===== src/rtl/mem_align_lsu_pkg.sv =====
// Shared encodings, FSM state type and access-legality helpers for the
// load/store alignment unit.
package lsu_pkg;

    localparam logic [1:0] SZ_B = 2'b00;
    localparam logic [1:0] SZ_H = 2'b01;
    localparam logic [1:0] SZ_W = 2'b10;
    localparam logic [1:0] SZ_D = 2'b11;

    localparam logic [1:0] ERR_OK       = 2'b00;
    localparam logic [1:0] ERR_MISALIGN = 2'b01;
    localparam logic [1:0] ERR_TIMEOUT  = 2'b10;

    typedef enum logic [1:0] {
        ST_IDLE = 2'b00,
        ST_WAIT = 2'b01,
        ST_RESP = 2'b10
    } lsu_state_e;

    function automatic logic [3:0] size_bytes(input logic [1:0] size);
        logic [3:0] n;
        case (size)
            SZ_B:    n = 4'd1;
            SZ_H:    n = 4'd2;
            SZ_W:    n = 4'd4;
            SZ_D:    n = 4'd8;
            default: n = 4'd1;
        endcase
        return n;
    endfunction

    // A doubleword is only legal on a 64-bit port.
    function automatic logic access_bad(input logic [1:0] size,
                                        input logic [2:0] off,
                                        input logic       wide);
        logic bad;
        case (size)
            SZ_B:    bad = 1'b0;
            SZ_H:    bad = off[0];
            SZ_W:    bad = |off[1:0];
            SZ_D:    bad = !wide || (|off);
            default: bad = 1'b1;
        endcase
        return bad;
    endfunction

endpackage


===== src/rtl/mem_align_lsu_align.sv =====
// Combinational lane steering: byte enables, store replication and
// load-field extraction with sign/zero extension.
module lsu_align
    import lsu_pkg::*;
#(
    parameter int DATA_W     = 32,
    parameter int BIG_ENDIAN = 1
) (
    input  logic [$clog2(DATA_W/8)-1:0] offset,
    input  logic [1:0]                  size,
    input  logic                        uns,
    input  logic [DATA_W-1:0]           wdata,
    input  logic [DATA_W-1:0]           rdata,
    output logic [DATA_W/8-1:0]         be,
    output logic [DATA_W-1:0]           wdata_rep,
    output logic [DATA_W-1:0]           rdata_ext
);

    localparam int         NB   = DATA_W / 8;
    localparam logic [3:0] NB_L = 4'(NB);

    logic [3:0]        nbytes_s;
    logic [3:0]        lo_lane_s;
    logic [DATA_W-1:0] shifted_s;
    logic [DATA_W-1:0] field_mask_s;
    logic              sign_s;

    // Lowest lane covered by the access; big-endian mirrors the offset.
    always_comb begin
        nbytes_s = (size_bytes(size) > NB_L) ? NB_L : size_bytes(size);
        if (BIG_ENDIAN != 0) begin
            lo_lane_s = NB_L - 4'(offset) - nbytes_s;
        end else begin
            lo_lane_s = 4'(offset);
        end
    end

    // Byte enables over the addressed lanes only.
    always_comb begin
        be = '0;
        for (int i = 0; i < NB; i++) begin
            be[i] = (4'(i) >= lo_lane_s) && (4'(i) < (lo_lane_s + nbytes_s));
        end
    end

    // Right-justified store value repeated across every lane group.
    always_comb begin
        wdata_rep = '0;
        for (int i = 0; i < NB; i++) begin
            wdata_rep[8*i +: 8] = 8'(wdata >> {(3'(i) & (nbytes_s[2:0] - 3'd1)), 3'b000});
        end
    end

    // Bring the field down to bit 0, then extend from the field's own MSB.
    always_comb begin
        shifted_s    = rdata >> {lo_lane_s[2:0], 3'b000};
        field_mask_s = '0;
        for (int i = 0; i < DATA_W; i++) begin
            field_mask_s[i] = (7'(i) < {nbytes_s, 3'b000});
        end
        case (size)
            SZ_B:    sign_s = shifted_s[7];
            SZ_H:    sign_s = shifted_s[15];
            SZ_W:    sign_s = shifted_s[31];
            SZ_D:    sign_s = shifted_s[DATA_W-1];
            default: sign_s = shifted_s[7];
        endcase
        if (sign_s && !uns) begin
            rdata_ext = shifted_s | ~field_mask_s;
        end else begin
            rdata_ext = shifted_s & field_mask_s;
        end
    end

endmodule


===== src/rtl/mem_align_lsu.sv =====
// Load/store alignment unit: accepts one access, issues a word-aligned
// memory request with byte enables, and returns an extended result or error.
module mem_align_lsu
    import lsu_pkg::*;
#(
    parameter int DATA_W      = 32,
    parameter int ADDR_W      = 32,
    parameter int BIG_ENDIAN  = 1,
    parameter int TIMEOUT_CYC = 16
) (
    input  logic                clk,
    input  logic                rst,
    input  logic                req_valid,
    output logic                req_ready,
    input  logic                req_we,
    input  logic [1:0]          req_size,
    input  logic                req_unsigned,
    input  logic [ADDR_W-1:0]   req_addr,
    input  logic [DATA_W-1:0]   req_wdata,
    output logic                resp_valid,
    output logic [DATA_W-1:0]   resp_rdata,
    output logic [1:0]          resp_err,
    output logic                mem_req,
    output logic                mem_we,
    output logic [ADDR_W-1:0]   mem_addr,
    output logic [DATA_W/8-1:0] mem_be,
    output logic [DATA_W-1:0]   mem_wdata,
    input  logic                mem_ack,
    input  logic [DATA_W-1:0]   mem_rdata
);

    localparam int OFF_W = $clog2(DATA_W / 8);
    localparam int CNT_W = (TIMEOUT_CYC > 1) ? $clog2(TIMEOUT_CYC) : 1;
    localparam logic [CNT_W-1:0] CNT_LAST = CNT_W'(TIMEOUT_CYC - 1);
    localparam logic WIDE = (DATA_W == 64) ? 1'b1 : 1'b0;

    lsu_state_e          state_q, state_d;
    logic [CNT_W-1:0]    cnt_q, cnt_d;
    logic                mem_req_q, mem_req_d;
    logic                mem_we_q, mem_we_d;
    logic [ADDR_W-1:0]   mem_addr_q, mem_addr_d;
    logic [DATA_W/8-1:0] mem_be_q, mem_be_d;
    logic [DATA_W-1:0]   mem_wdata_q, mem_wdata_d;
    logic [1:0]          size_q, size_d;
    logic                uns_q, uns_d;
    logic [OFF_W-1:0]    off_q, off_d;
    logic                resp_valid_q, resp_valid_d;
    logic [DATA_W-1:0]   resp_rdata_q, resp_rdata_d;
    logic [1:0]          resp_err_q, resp_err_d;

    logic [OFF_W-1:0]    al_off_s;
    logic [1:0]          al_size_s;
    logic                al_uns_s;
    logic [DATA_W/8-1:0] al_be_s;
    logic [DATA_W-1:0]   al_wdata_s;
    logic [DATA_W-1:0]   al_rdata_s;
    logic                req_bad_s;
    logic                timeout_hit_s;

    // The aligner sees the live request while idle and the held access otherwise.
    always_comb begin
        if (state_q == ST_IDLE) begin
            al_off_s  = req_addr[OFF_W-1:0];
            al_size_s = req_size;
            al_uns_s  = req_unsigned;
        end else begin
            al_off_s  = off_q;
            al_size_s = size_q;
            al_uns_s  = uns_q;
        end
    end

    lsu_align #(
        .DATA_W     (DATA_W),
        .BIG_ENDIAN (BIG_ENDIAN)
    ) u_align (
        .offset    (al_off_s),
        .size      (al_size_s),
        .uns       (al_uns_s),
        .wdata     (req_wdata),
        .rdata     (mem_rdata),
        .be        (al_be_s),
        .wdata_rep (al_wdata_s),
        .rdata_ext (al_rdata_s)
    );

    // Request legality and timeout detection.
    always_comb begin
        req_bad_s = access_bad(req_size, 3'(req_addr[OFF_W-1:0]), WIDE);
        if (TIMEOUT_CYC != 0) begin
            timeout_hit_s = (cnt_q == CNT_LAST);
        end else begin
            timeout_hit_s = 1'b0;
        end
    end

    // Next-state and registered-output computation.
    always_comb begin
        state_d      = state_q;
        cnt_d        = cnt_q;
        mem_req_d    = mem_req_q;
        mem_we_d     = mem_we_q;
        mem_addr_d   = mem_addr_q;
        mem_be_d     = mem_be_q;
        mem_wdata_d  = mem_wdata_q;
        size_d       = size_q;
        uns_d        = uns_q;
        off_d        = off_q;
        resp_valid_d = 1'b0;
        resp_rdata_d = {DATA_W{1'b0}};
        resp_err_d   = ERR_OK;

        case (state_q)
            ST_IDLE: begin
                if (req_valid && req_bad_s) begin
                    state_d      = ST_RESP;
                    resp_valid_d = 1'b1;
                    resp_err_d   = ERR_MISALIGN;
                end else if (req_valid) begin
                    state_d     = ST_WAIT;
                    cnt_d       = {CNT_W{1'b0}};
                    mem_req_d   = 1'b1;
                    mem_we_d    = req_we;
                    mem_addr_d  = {req_addr[ADDR_W-1:OFF_W], {OFF_W{1'b0}}};
                    mem_be_d    = al_be_s;
                    mem_wdata_d = al_wdata_s;
                    size_d      = req_size;
                    uns_d       = req_unsigned;
                    off_d       = req_addr[OFF_W-1:0];
                end else begin
                    state_d = ST_IDLE;
                end
            end
            ST_WAIT: begin
                // An ack in the final allowed cycle still completes normally.
                if (mem_ack) begin
                    state_d      = ST_RESP;
                    mem_req_d    = 1'b0;
                    resp_valid_d = 1'b1;
                    resp_err_d   = ERR_OK;
                    if (mem_we_q) begin
                        resp_rdata_d = {DATA_W{1'b0}};
                    end else begin
                        resp_rdata_d = al_rdata_s;
                    end
                end else if (timeout_hit_s) begin
                    state_d      = ST_RESP;
                    mem_req_d    = 1'b0;
                    resp_valid_d = 1'b1;
                    resp_err_d   = ERR_TIMEOUT;
                end else begin
                    cnt_d = cnt_q + {{(CNT_W-1){1'b0}}, 1'b1};
                end
            end
            ST_RESP: begin
                state_d = ST_IDLE;
            end
            default: begin
                state_d   = ST_IDLE;
                mem_req_d = 1'b0;
            end
        endcase
    end

    // State and output registers.
    always_ff @(posedge clk or posedge rst) begin
        if (rst) begin
            state_q      <= ST_IDLE;
            cnt_q        <= {CNT_W{1'b0}};
            mem_req_q    <= 1'b0;
            mem_we_q     <= 1'b0;
            mem_addr_q   <= {ADDR_W{1'b0}};
            mem_be_q     <= {(DATA_W/8){1'b0}};
            mem_wdata_q  <= {DATA_W{1'b0}};
            size_q       <= SZ_B;
            uns_q        <= 1'b0;
            off_q        <= {OFF_W{1'b0}};
            resp_valid_q <= 1'b0;
            resp_rdata_q <= {DATA_W{1'b0}};
            resp_err_q   <= ERR_OK;
        end else begin
            state_q      <= state_d;
            cnt_q        <= cnt_d;
            mem_req_q    <= mem_req_d;
            mem_we_q     <= mem_we_d;
            mem_addr_q   <= mem_addr_d;
            mem_be_q     <= mem_be_d;
            mem_wdata_q  <= mem_wdata_d;
            size_q       <= size_d;
            uns_q        <= uns_d;
            off_q        <= off_d;
            resp_valid_q <= resp_valid_d;
            resp_rdata_q <= resp_rdata_d;
            resp_err_q   <= resp_err_d;
        end
    end

    assign req_ready  = (state_q == ST_IDLE);
    assign resp_valid = resp_valid_q;
    assign resp_rdata = resp_rdata_q;
    assign resp_err   = resp_err_q;
    assign mem_req    = mem_req_q;
    assign mem_we     = mem_we_q;
    assign mem_addr   = mem_addr_q;
    assign mem_be     = mem_be_q;
    assign mem_wdata  = mem_wdata_q;

endmodule


===== config.mk =====
export PLATFORM = sky130hd
export DESIGN_NAME = mem_align_lsu
export DESIGN_NICKNAME = d
export VERILOG_FILES = /design/src/rtl/mem_align_lsu_pkg.sv /design/src/rtl/mem_align_lsu_align.sv /design/src/rtl/mem_align_lsu.sv
export SDC_FILE = /design/constraint.sdc
export NUM_CORES = 1
export LEC_CHECK = 0
export CAP_MARGIN = 20
export CORE_MARGIN = 5
export CORE_UTILIZATION = 31
export DETAILED_ROUTE_END_ITERATION = 12
export GPL_TIMING_DRIVEN = 0
export SLEW_MARGIN = 20
export SYNTH_ARGS = -nofsm -noshare
export SYNTH_HDL_FRONTEND = slang
export SYNTH_HIERARCHICAL = 1
export SYNTH_SLANG_ARGS = --single-unit

===== constraint.sdc =====
create_clock -name clk -period 12.35 [get_ports clk]
set_input_delay 3.0875 -clock clk [delete_from_list [all_inputs] [get_ports clk]]
set_output_delay 3.0875 -clock clk [all_outputs]
set_load 0.02 [all_outputs]

Word level (Yosys, flattened, before mapping). Index checks and enable logic that the tools add are counted.

Flip-flop bits (word level): 114. Input port bits: 104. Output and inout port bits: 106. Word-level logic and storage cells: 132.

$add $sub $neg: 5. Magnitude comparators: 41. Eq/ne operators: 14. Shift-type cells: 4. Muxes and demuxes: 34. Bitwise operators: 5. Reduce and logical (&&, ||, !) cells: 16.

Operators with widths (count): $mux 32 (4); $lt 5x7->1 const A (16); $shr 32x5->8 (2); $lt 4x7->1 const A (8); $and 32x32->32 (1); $not 32->32 (1); $or 32x32->32 (1); $shr 32x4->8 (1); $shr 32x6->32 (1); $lt 3x7->1 const A (4); $mux 4 (5); $pmux 4 s4 (1); $lt 1x7->1 const A (2); $lt 2x7->1 const A (2); $mux 2 (7); $eq 2x2->1 const B (5); $mux 1 (10); $ge 1x4->1 const A (2); $ge 2x4->1 const A (2); $lt 1x4->1 const A (2); $lt 2x4->1 const A (2); $ne 2x2->1 const B (4); $pmux 2 s2 (2); $pmux 4 s2 (1); 21 further kinds (33).

Logic depth before layout (Yosys ltp).
Depth in word-level cells: 14. Mapped depth: 13. Depth with buffers taken out: 13.

Modules after synthesis. The synthesis kept the hierarchy.

By module, submodules not included: mem_align_lsu (instances 1, cells each 270, area each 4261.6 um^2, seq. area each 2852.7 um^2); lsu_align (instances 1, cells each 160, area each 1281.2 um^2, seq. area each 0.0 um^2).

Worst setup path after synthesis. No wires, ideal clock.

Path type: input -> register. Start point: input port req_size[1]. End point: register resp_rdata_q[31] (netlist: resp_rdata[31]). Setup time: 0.119 ns. Arrival: 5.500 ns. Required time: 12.231 ns. Slack: 6.731 ns. Cell stages on the path: 12. Path buffers: 1. Cells stage by stage: mux2_2 -> nor2_2 -> inv_1 -> ha_1 -> ha_1 -> inv_1 -> fa_1 -> nor4b_2 -> a22oi_4 -> buf_6 -> nand2_2 -> and2_1.

Cells in the longest elaborated chain, start to end: 13. Elaborated cells between the ends (all ways): 21. Classes of those cells: add/sub (1); order compare (2); eq/ne (3); shift (1); mux (8); bitwise (3); reduce/logical (3).

Ends and longest elaborated chain: start, declared (RTL line mem_align_lsu.sv:16) `input logic [1:0] req_size,`; $mux 2 * (RTL line mem_align_lsu.sv:62) `if (state_q == ST_IDLE) begin`; $eq 2x2->1 (tied with other cells) (RTL line mem_align_lsu_pkg.sv:22, mem_align_lsu_align.sv:61); $pmux 4 s4 (RTL line mem_align_lsu_pkg.sv:22) `case (size)`; $gt 4x3->1 (RTL line mem_align_lsu_align.sv:30) `nbytes_s = (size_bytes(size) > NB_L) ? NB_L : size_bytes(size);`; $mux 4 (RTL line mem_align_lsu_align.sv:30); $sub 4x4->4 (RTL line mem_align_lsu_align.sv:32) `lo_lane_s = NB_L - 4'(offset) - nbytes_s;`; $shr 32x6->32 (RTL line mem_align_lsu_align.sv:56) `shifted_s = rdata >> {lo_lane_s[2:0], 3'b000};`; $pmux 1 s3 (RTL line mem_align_lsu_align.sv:61) `case (size)`; $logic_and 1x1->1 (RTL line mem_align_lsu_align.sv:68) `if (sign_s && !uns) begin`; $mux 32 * (RTL line mem_align_lsu_align.sv:68); net al_rdata_s[31] (RTL line mem_align_lsu.sv:56) `logic [DATA_W-1:0] al_rdata_s;`; $mux 32 * (RTL line mem_align_lsu.sv:141) `if (mem_we_q) begin`; $mux 32 * (RTL line mem_align_lsu.sv:136) `if (mem_ack) begin`; $mux 32 * (RTL line mem_align_lsu.sv:113) `case (state_q)`; net resp_rdata_d[31] (RTL line mem_align_lsu.sv:48) `logic [DATA_W-1:0] resp_rdata_q, resp_rdata_d;`; end signal, assigned (RTL line mem_align_lsu.sv:179) `resp_rdata_q <= {DATA_W{1'b0}};`; end signal, assigned (RTL line mem_align_lsu.sv:193) `resp_rdata_q <= resp_rdata_d;`; end, declared (RTL line mem_align_lsu.sv:48).

The timed path passes the listed nets; every way through them passes the cells marked *. A chain may end at the register's enable or synchronous reset.

Worst setup path after layout.
Start point: input port req_size[1]. End point: register resp_rdata_q[27] (netlist: resp_rdata[27]).

Cells in the longest elaborated chain, start to end: 13. Elaborated cells between the ends (all ways): 21. Classes of those cells: add/sub (1); order compare (2); eq/ne (3); shift (1); mux (8); bitwise (3); reduce/logical (3).

Ends and longest elaborated chain: $mux 2 * (RTL line mem_align_lsu.sv:62); net al_size_s[1] (RTL line mem_align_lsu.sv:52) `logic [1:0] al_size_s;`; $eq 2x2->1 (tied with other cells) (RTL line mem_align_lsu_pkg.sv:22, mem_align_lsu_align.sv:61); $pmux 4 s4 (RTL line mem_align_lsu_pkg.sv:22); $gt 4x3->1 (RTL line mem_align_lsu_align.sv:30); $mux 4 (RTL line mem_align_lsu_align.sv:30); $sub 4x4->4 (RTL line mem_align_lsu_align.sv:32); $shr 32x6->32 (RTL line mem_align_lsu_align.sv:56); $pmux 1 s3 (RTL line mem_align_lsu_align.sv:61); $logic_and 1x1->1 (RTL line mem_align_lsu_align.sv:68); $mux 32 * (RTL line mem_align_lsu_align.sv:68); net al_rdata_s[27] (RTL line mem_align_lsu.sv:56); $mux 32 * (RTL line mem_align_lsu.sv:141); $mux 32 * (RTL line mem_align_lsu.sv:136); $mux 32 * (RTL line mem_align_lsu.sv:113); net resp_rdata_d[27] (RTL line mem_align_lsu.sv:48).

Marks and branches as above.

==> results.ini <==
[grt]
overflow=0
grt_max_degree=75
grt_pass1_wl_um=25410
first_global_vias=4567
antenna_found_initial=0
track_usage_pct=16.14

[layout]
fillers=1563
layout_commonest_cell=clkdlybuf4s50_1
insertedDiodeCount=0
layout_common_cells=207 x clkdlybuf4s50_1, 114 x dfrtp_1, 54 x mux2_2, 49 x mux2_1, 35 x and2_1
drive_gt1_share_pct=20.90
register_area_um2=2853
layout.nets=768
areaGrowthSynthToFinish_pct=53.09
multi_input_area_um2=2431
fin_util_pct=48.72

[clocking]
cts_tree=done
numCtsBuffers=17
cts_hold_buffers=0
cts_setup_buffers=0
cts.clk_slew.worst_paths_ns=0.06
cts-htree-levels=4
clock_sink_count=114
cts_max_path_buffers=2
clkLatencyLatePin_ns=0.41
postCtsResizedCells=0
cts-root-buf=clkbuf_16

[yosys]
synth-main-ff-cell=dfrtp_1
ys_types=43
synthTopCellsByArea=dfrtp_1 51%, mux2_2 11%, mux2_1 10%
syn_area_per_cell_um2=12.89
synth_cells=430
ys_async_sr_fraction_pct=100.0
synth_top_area_share_pct=51.47
syn_area_um2=5543
ys_seq_elements=114
synth_top_area_cell=dfrtp_1
synth_edf_count=0
yosysWarnings=6
synth_seq_area_share_pct=51.47

[placement]
hpwl_um=12540
gp_congestion=0.8443
io_buffers=207
dp_slack_ns=5.641

[setup_path]
required_ns=12.65
endpoint=resp_rdata[27]
r2r_end=resp_rdata[27]
r2r-start=state_q[0]
worstSetupEndpointType=register
crit_type=input port to register
crit_path_start=req_size[1]
cp.arrival_ns=6.59
r2r_cells=13
rrSetupSlack_ns=8.20
startpoint_type=input port
worstPathMaxFanout=10

[floorplan]
ios=210
chipHeight_um=143.7
fp-row-count=48
core_area_um2=17420
start_util_pct=31.82
die_w_um=143.7
dieArea_um2=20650

[sta]
hold_viol=0
tightest_slew_ns=0.6255
drv_slew=0
finalCritPeriodShare_pct=50.87
fin_tns_setup_ns=0
rsz0062_at_grt=false
setup_viol=0
max_freq_mhz=159.2
skew_ns=0.01141
fin_hold_ws_ns=0.4877
relSlewSlack_pct=58.26
min_period_ns=6.283
setup_slack_ns=6.067

[routing]
ant_nets=0
wl_per_cell_um=18.24
vias=4142
drt_iter0_markers=123
via_per_inst=4.628
wl_um=16330
first_pass_iters=4
drcViolationCount=0

[hold_path]
hold_path.class=register to register

[pwr]
vdd_drop_max_mv=0.1259
p_per_area_nw_per_um2=285.3
power_uw=2421
leakage_uw=0.003704

[flow_run]
maxCapViolations=0

[run_status]
status=complete, no violations

registers in the layout, summed over array words and instances, names as in the netlist:
name        flops
resp_rdata     32
cnt_q           4
state_q         2
size_q          2
mem_req         1
mem_wdata      32
resp_valid      1
uns_q           1
mem_be          4
off_q           2
resp_err        2
mem_addr       30
mem_we          1
cell usage after synthesis, types with 3 or more instances:
library cell / instances
a21oi_1: 8
a32o_1: 3
and2_1: 35
and3_1: 4
buf_2: 7
buf_4: 12
buf_6: 7
clkbuf_1: 6
dfrtp_1: 114
ha_1: 5
inv_1: 8
mux2_1: 49
mux2_2: 54
mux2i_1: 19
mux2i_4: 3
nand2_1: 21
nand2_2: 10
nand2b_1: 3
nor2_1: 13
nor3_1: 4
nor3b_2: 3
o21ai_0: 13
cells by family (layout without fill, tap and decap cells):
family / Yosys count / count (layout) / synth area share [%]
flip-flops: 114 / 114 / 51.47
adder cells (fa/ha/maj): 6 / 6 / 1.490
AO/OA/AOI/OAI: 34 / 34 / 4.334
multiplexers: 129 / 129 / 26.93
AND/OR/NAND/NOR: 105 / 105 / 10.97
buffers and inverters: 41 / 280 / 4.741
other: 1 / 2 / 0.06766
metrics by stage:
step,instances,cell area (µm²)
2_1_floorplan,431,5547
3_3_place_gp,863,7900
3_5_place_dp,864,7933
4_1_cts,895,8486
5_1_grt,895,8486
6_report,895,8486
metal layers:
layer / GRT usage (%) / part of all wire, %
met2: 27.81 / 51
met4: 5.451 / 1.7
met1: 19.54 / 42
met3: 4.393 / 5.3
met5: 0 / 0
worst max-delay path, cell delays in order:
cell	delay, ns
clkdlybuf4s50_1	0.48
mux2_2	0.35
nor2_2	0.52
inv_1	0.20
ha_1	0.25
ha_1	0.17
inv_1	0.06
fa_1	0.51
nor4b_2	0.24
a22oi_4	0.31
buf_6	0.22
nand2_2	0.05
and2_1	0.13
power by group:
| part | internal [µW] | leakage (µW) | switching [µW] |
|---|---|---|---|
| clock | 281 | 0.000262 | 177 |
| sequential | 512 | 0.00144 | 73.6 |
| combinational | 662 | 0.00200 | 716 |
worst min-delay path by stage:
| stage | start | to | slack, ns | cells past startpoint |
|---|---|---|---|---|
| 2_1_floorplan | off_q[0] | off_q[0] | 0.46 | 1 |
| 3_3_place_gp | mem_addr[25] | mem_addr[25] | 0.47 | 1 |
| 3_5_place_dp | mem_wdata[25] | mem_wdata[25] | 0.48 | 1 |
| 4_1_cts | mem_wdata[2] | mem_wdata[2] | 0.49 | 1 |
| 5_1_grt | uns_q | uns_q | 0.51 | 1 |
| 6_report | mem_wdata[2] | mem_wdata[2] | 0.49 | 1 |
cell type report:
| cell class | count | area share [%] |
|---|---|---|
| flip-flops and latches | 114 | 33.62 |
| multi-input cells | 276 | 28.65 |
| repair buffers | 208 | 24.74 |
| clock buffers | 19 | 5.220 |
| well taps | 225 | 3.318 |
| plain buffers | 32 | 2.669 |
| clock inverters | 12 | 1.298 |
| inverters | 9 | 0.4866 |
Power figures use the tool's default switching activity.
==> edit: new RTL, same settings <==
`BIG_ENDIAN` is set to 1 in 2 places; all go to 0.
--- a/src/rtl/mem_align_lsu_align.sv
+++ b/src/rtl/mem_align_lsu_align.sv
@@ -4,7 +4,7 @@
     import lsu_pkg::*;
 #(
     parameter int DATA_W     = 32,
-    parameter int BIG_ENDIAN = 1
+    parameter int BIG_ENDIAN = 0
 ) (
     input  logic [$clog2(DATA_W/8)-1:0] offset,
     input  logic [1:0]                  size,
--- a/src/rtl/mem_align_lsu.sv
+++ b/src/rtl/mem_align_lsu.sv
@@ -5,7 +5,7 @@
 #(
     parameter int DATA_W      = 32,
     parameter int ADDR_W      = 32,
-    parameter int BIG_ENDIAN  = 1,
+    parameter int BIG_ENDIAN  = 0,
     parameter int TIMEOUT_CYC = 16
 ) (
     input  logic                clk,
Function: changed (a bounded check fails within 4 cycles, from zero or initial values and one cycle with rst high).
==> edit against the unedited design <==
  * Synthesized area is 1.1% lower
  * Core utilization grew 0.53 points
  * Hold slack is essentially flat
  * Sequential power increased by 0.7%
  * Routed wire length is 0.45% lower
  * Critical path depth shrank 3
  * Count of clock-buffer cells in the layout is 1 lower
  * Cell area rose by 0.40%
  * Clock skew shrank 6.2 ps
  * Setup slack better by 670 ps
  * Sequential cell count stayed put
  * Combinational power is 23% lower
  * Power decreased by 9.6%
==> edit: results (changes against the unedited design) <==
- Share of layout cells above drive strength 1: 17.7% (-3.2 points)
- Synth cell types: 40 (-7.0%)
- Placed instance area: 7870 sq um (-0.79%)
- Final Skew: 5.24 ps (-6.16 ps)
- Top cells by area, synth: dfrtp_1 (52%), mux2_1 (10%), mux2_2 (9.0%)
- Multi-input gates: 296 (+7.2%)
- Non-clk bufs: 244 (+1.7%)
- DP HPWL: 12500 um (-0.72%)
- Crit path to: mem_be[2]
- Arr. time, crit path: 5910 ps (-680 ps)
- Vias in the first global route: 4697 (+2.8%)
- Non-clk buf share: 27.3% (-0.14 points)
- Hold path endpoint: off_q[0]
- ClkCell Share: 7.62% (+1.1 points)
- Post-place setup slack: 6280 ps (+635 ps)
- Metal1 wirelength: 6550 um (-4.3%)
- Vias per cell: 4.65 (+0.41%)
- Origin of the worst setup path: req_size[0]
- Flop-to-flop setup slack: 8920 ps (+720 ps)
- Clock buffer count: 18 (-1)
- Inverters: 4 (-5)
- Multiplexer share of the synthesized area: 24.4% (-2.5 points)
- VDD IR max: 0.000136 V (+8.0%)
- Met3 usage in global routing: 7.40% (+3.0 points)
- Lkg Pwr: 3.68 nW (-0.60%)
- Met2 wire length: 7750 um (-7.0%)
- Avg Cell Area, Syn: 12.2 sq um (-5.3%)
- Via count: 4252 (+2.7%)
- Synth Area in Compound Gates: 6.83% (+2.5 points)
- First-pass GRT wire length: 25300 um (-0.30%)
- Hold wc startpoint: off_q[0]
- Worst hold slack: 488 ps (-0.150 ps)
- Worst reg2reg startpoint: state_q[1]
- Filler cells: 1573 (+0.64%)
- Post-synth top cells: dfrtp_1 (114), mux2_1 (49), mux2_2 (44)
- Largest net degree at the start of global routing: 59 (-21%)
- Sequential portion of the cell area: 33.5% (-0.13 points)
- Num sequential: 114 (unchanged)
- Pwr dens: 257 nW/um^2 (-10%)
- Adder-cell share of the synthesized area: 1.05% (-0.44 points)
- Met2 usage: 25.8% (-2.0 points)
- Slew @ Worst Pin: 610 ps (-15.6 ps)
- Inst Count DP: 883 (+2.2%)
- Met1 Use GR: 18.9% (-0.61 points)
- Routability congestion estimate: 0.846 (+0.24%)
- Status: completed
- Fmax: 0.178 GHz (+12%)
edit: changes by cell type after synthesis, sizes merged, moves of 9 or more:
| cell | before | now |
|---|---|---|
| mux2 | 105 | 95 |
| nor2b | 1 | 10 |
| a211oi | 2 | 15 |
| nor2 | 15 | 28 |
edit: critical path, stage by stage:
cell	delay, ps
clkdlybuf4s50_1	470
mux2_2	290
buf_2	160
nor2_2	480
buf_4	280
ha_1	200
fa_1	440
a21oi_1	150
a21oi_1	60
mux2_2	280
edit: report_power, final:
group	total [mW]	leakage [nW]	switching, mW	internal, mW
sequential	0.590	1.43	0.0750	0.515
combinational	1.06	1.94	0.549	0.513
clock	0.537	0.312	0.174	0.362
edit: kinds of logic (layout without fill, tap and decap cells):
kind of cell,count (synthesis),in the layout
mux,121,121
buf+inv,40,280
compound gates,54,54
simple gates,115,115
other cells,1,2
flops,114,114
fa+ha+maj,4,4
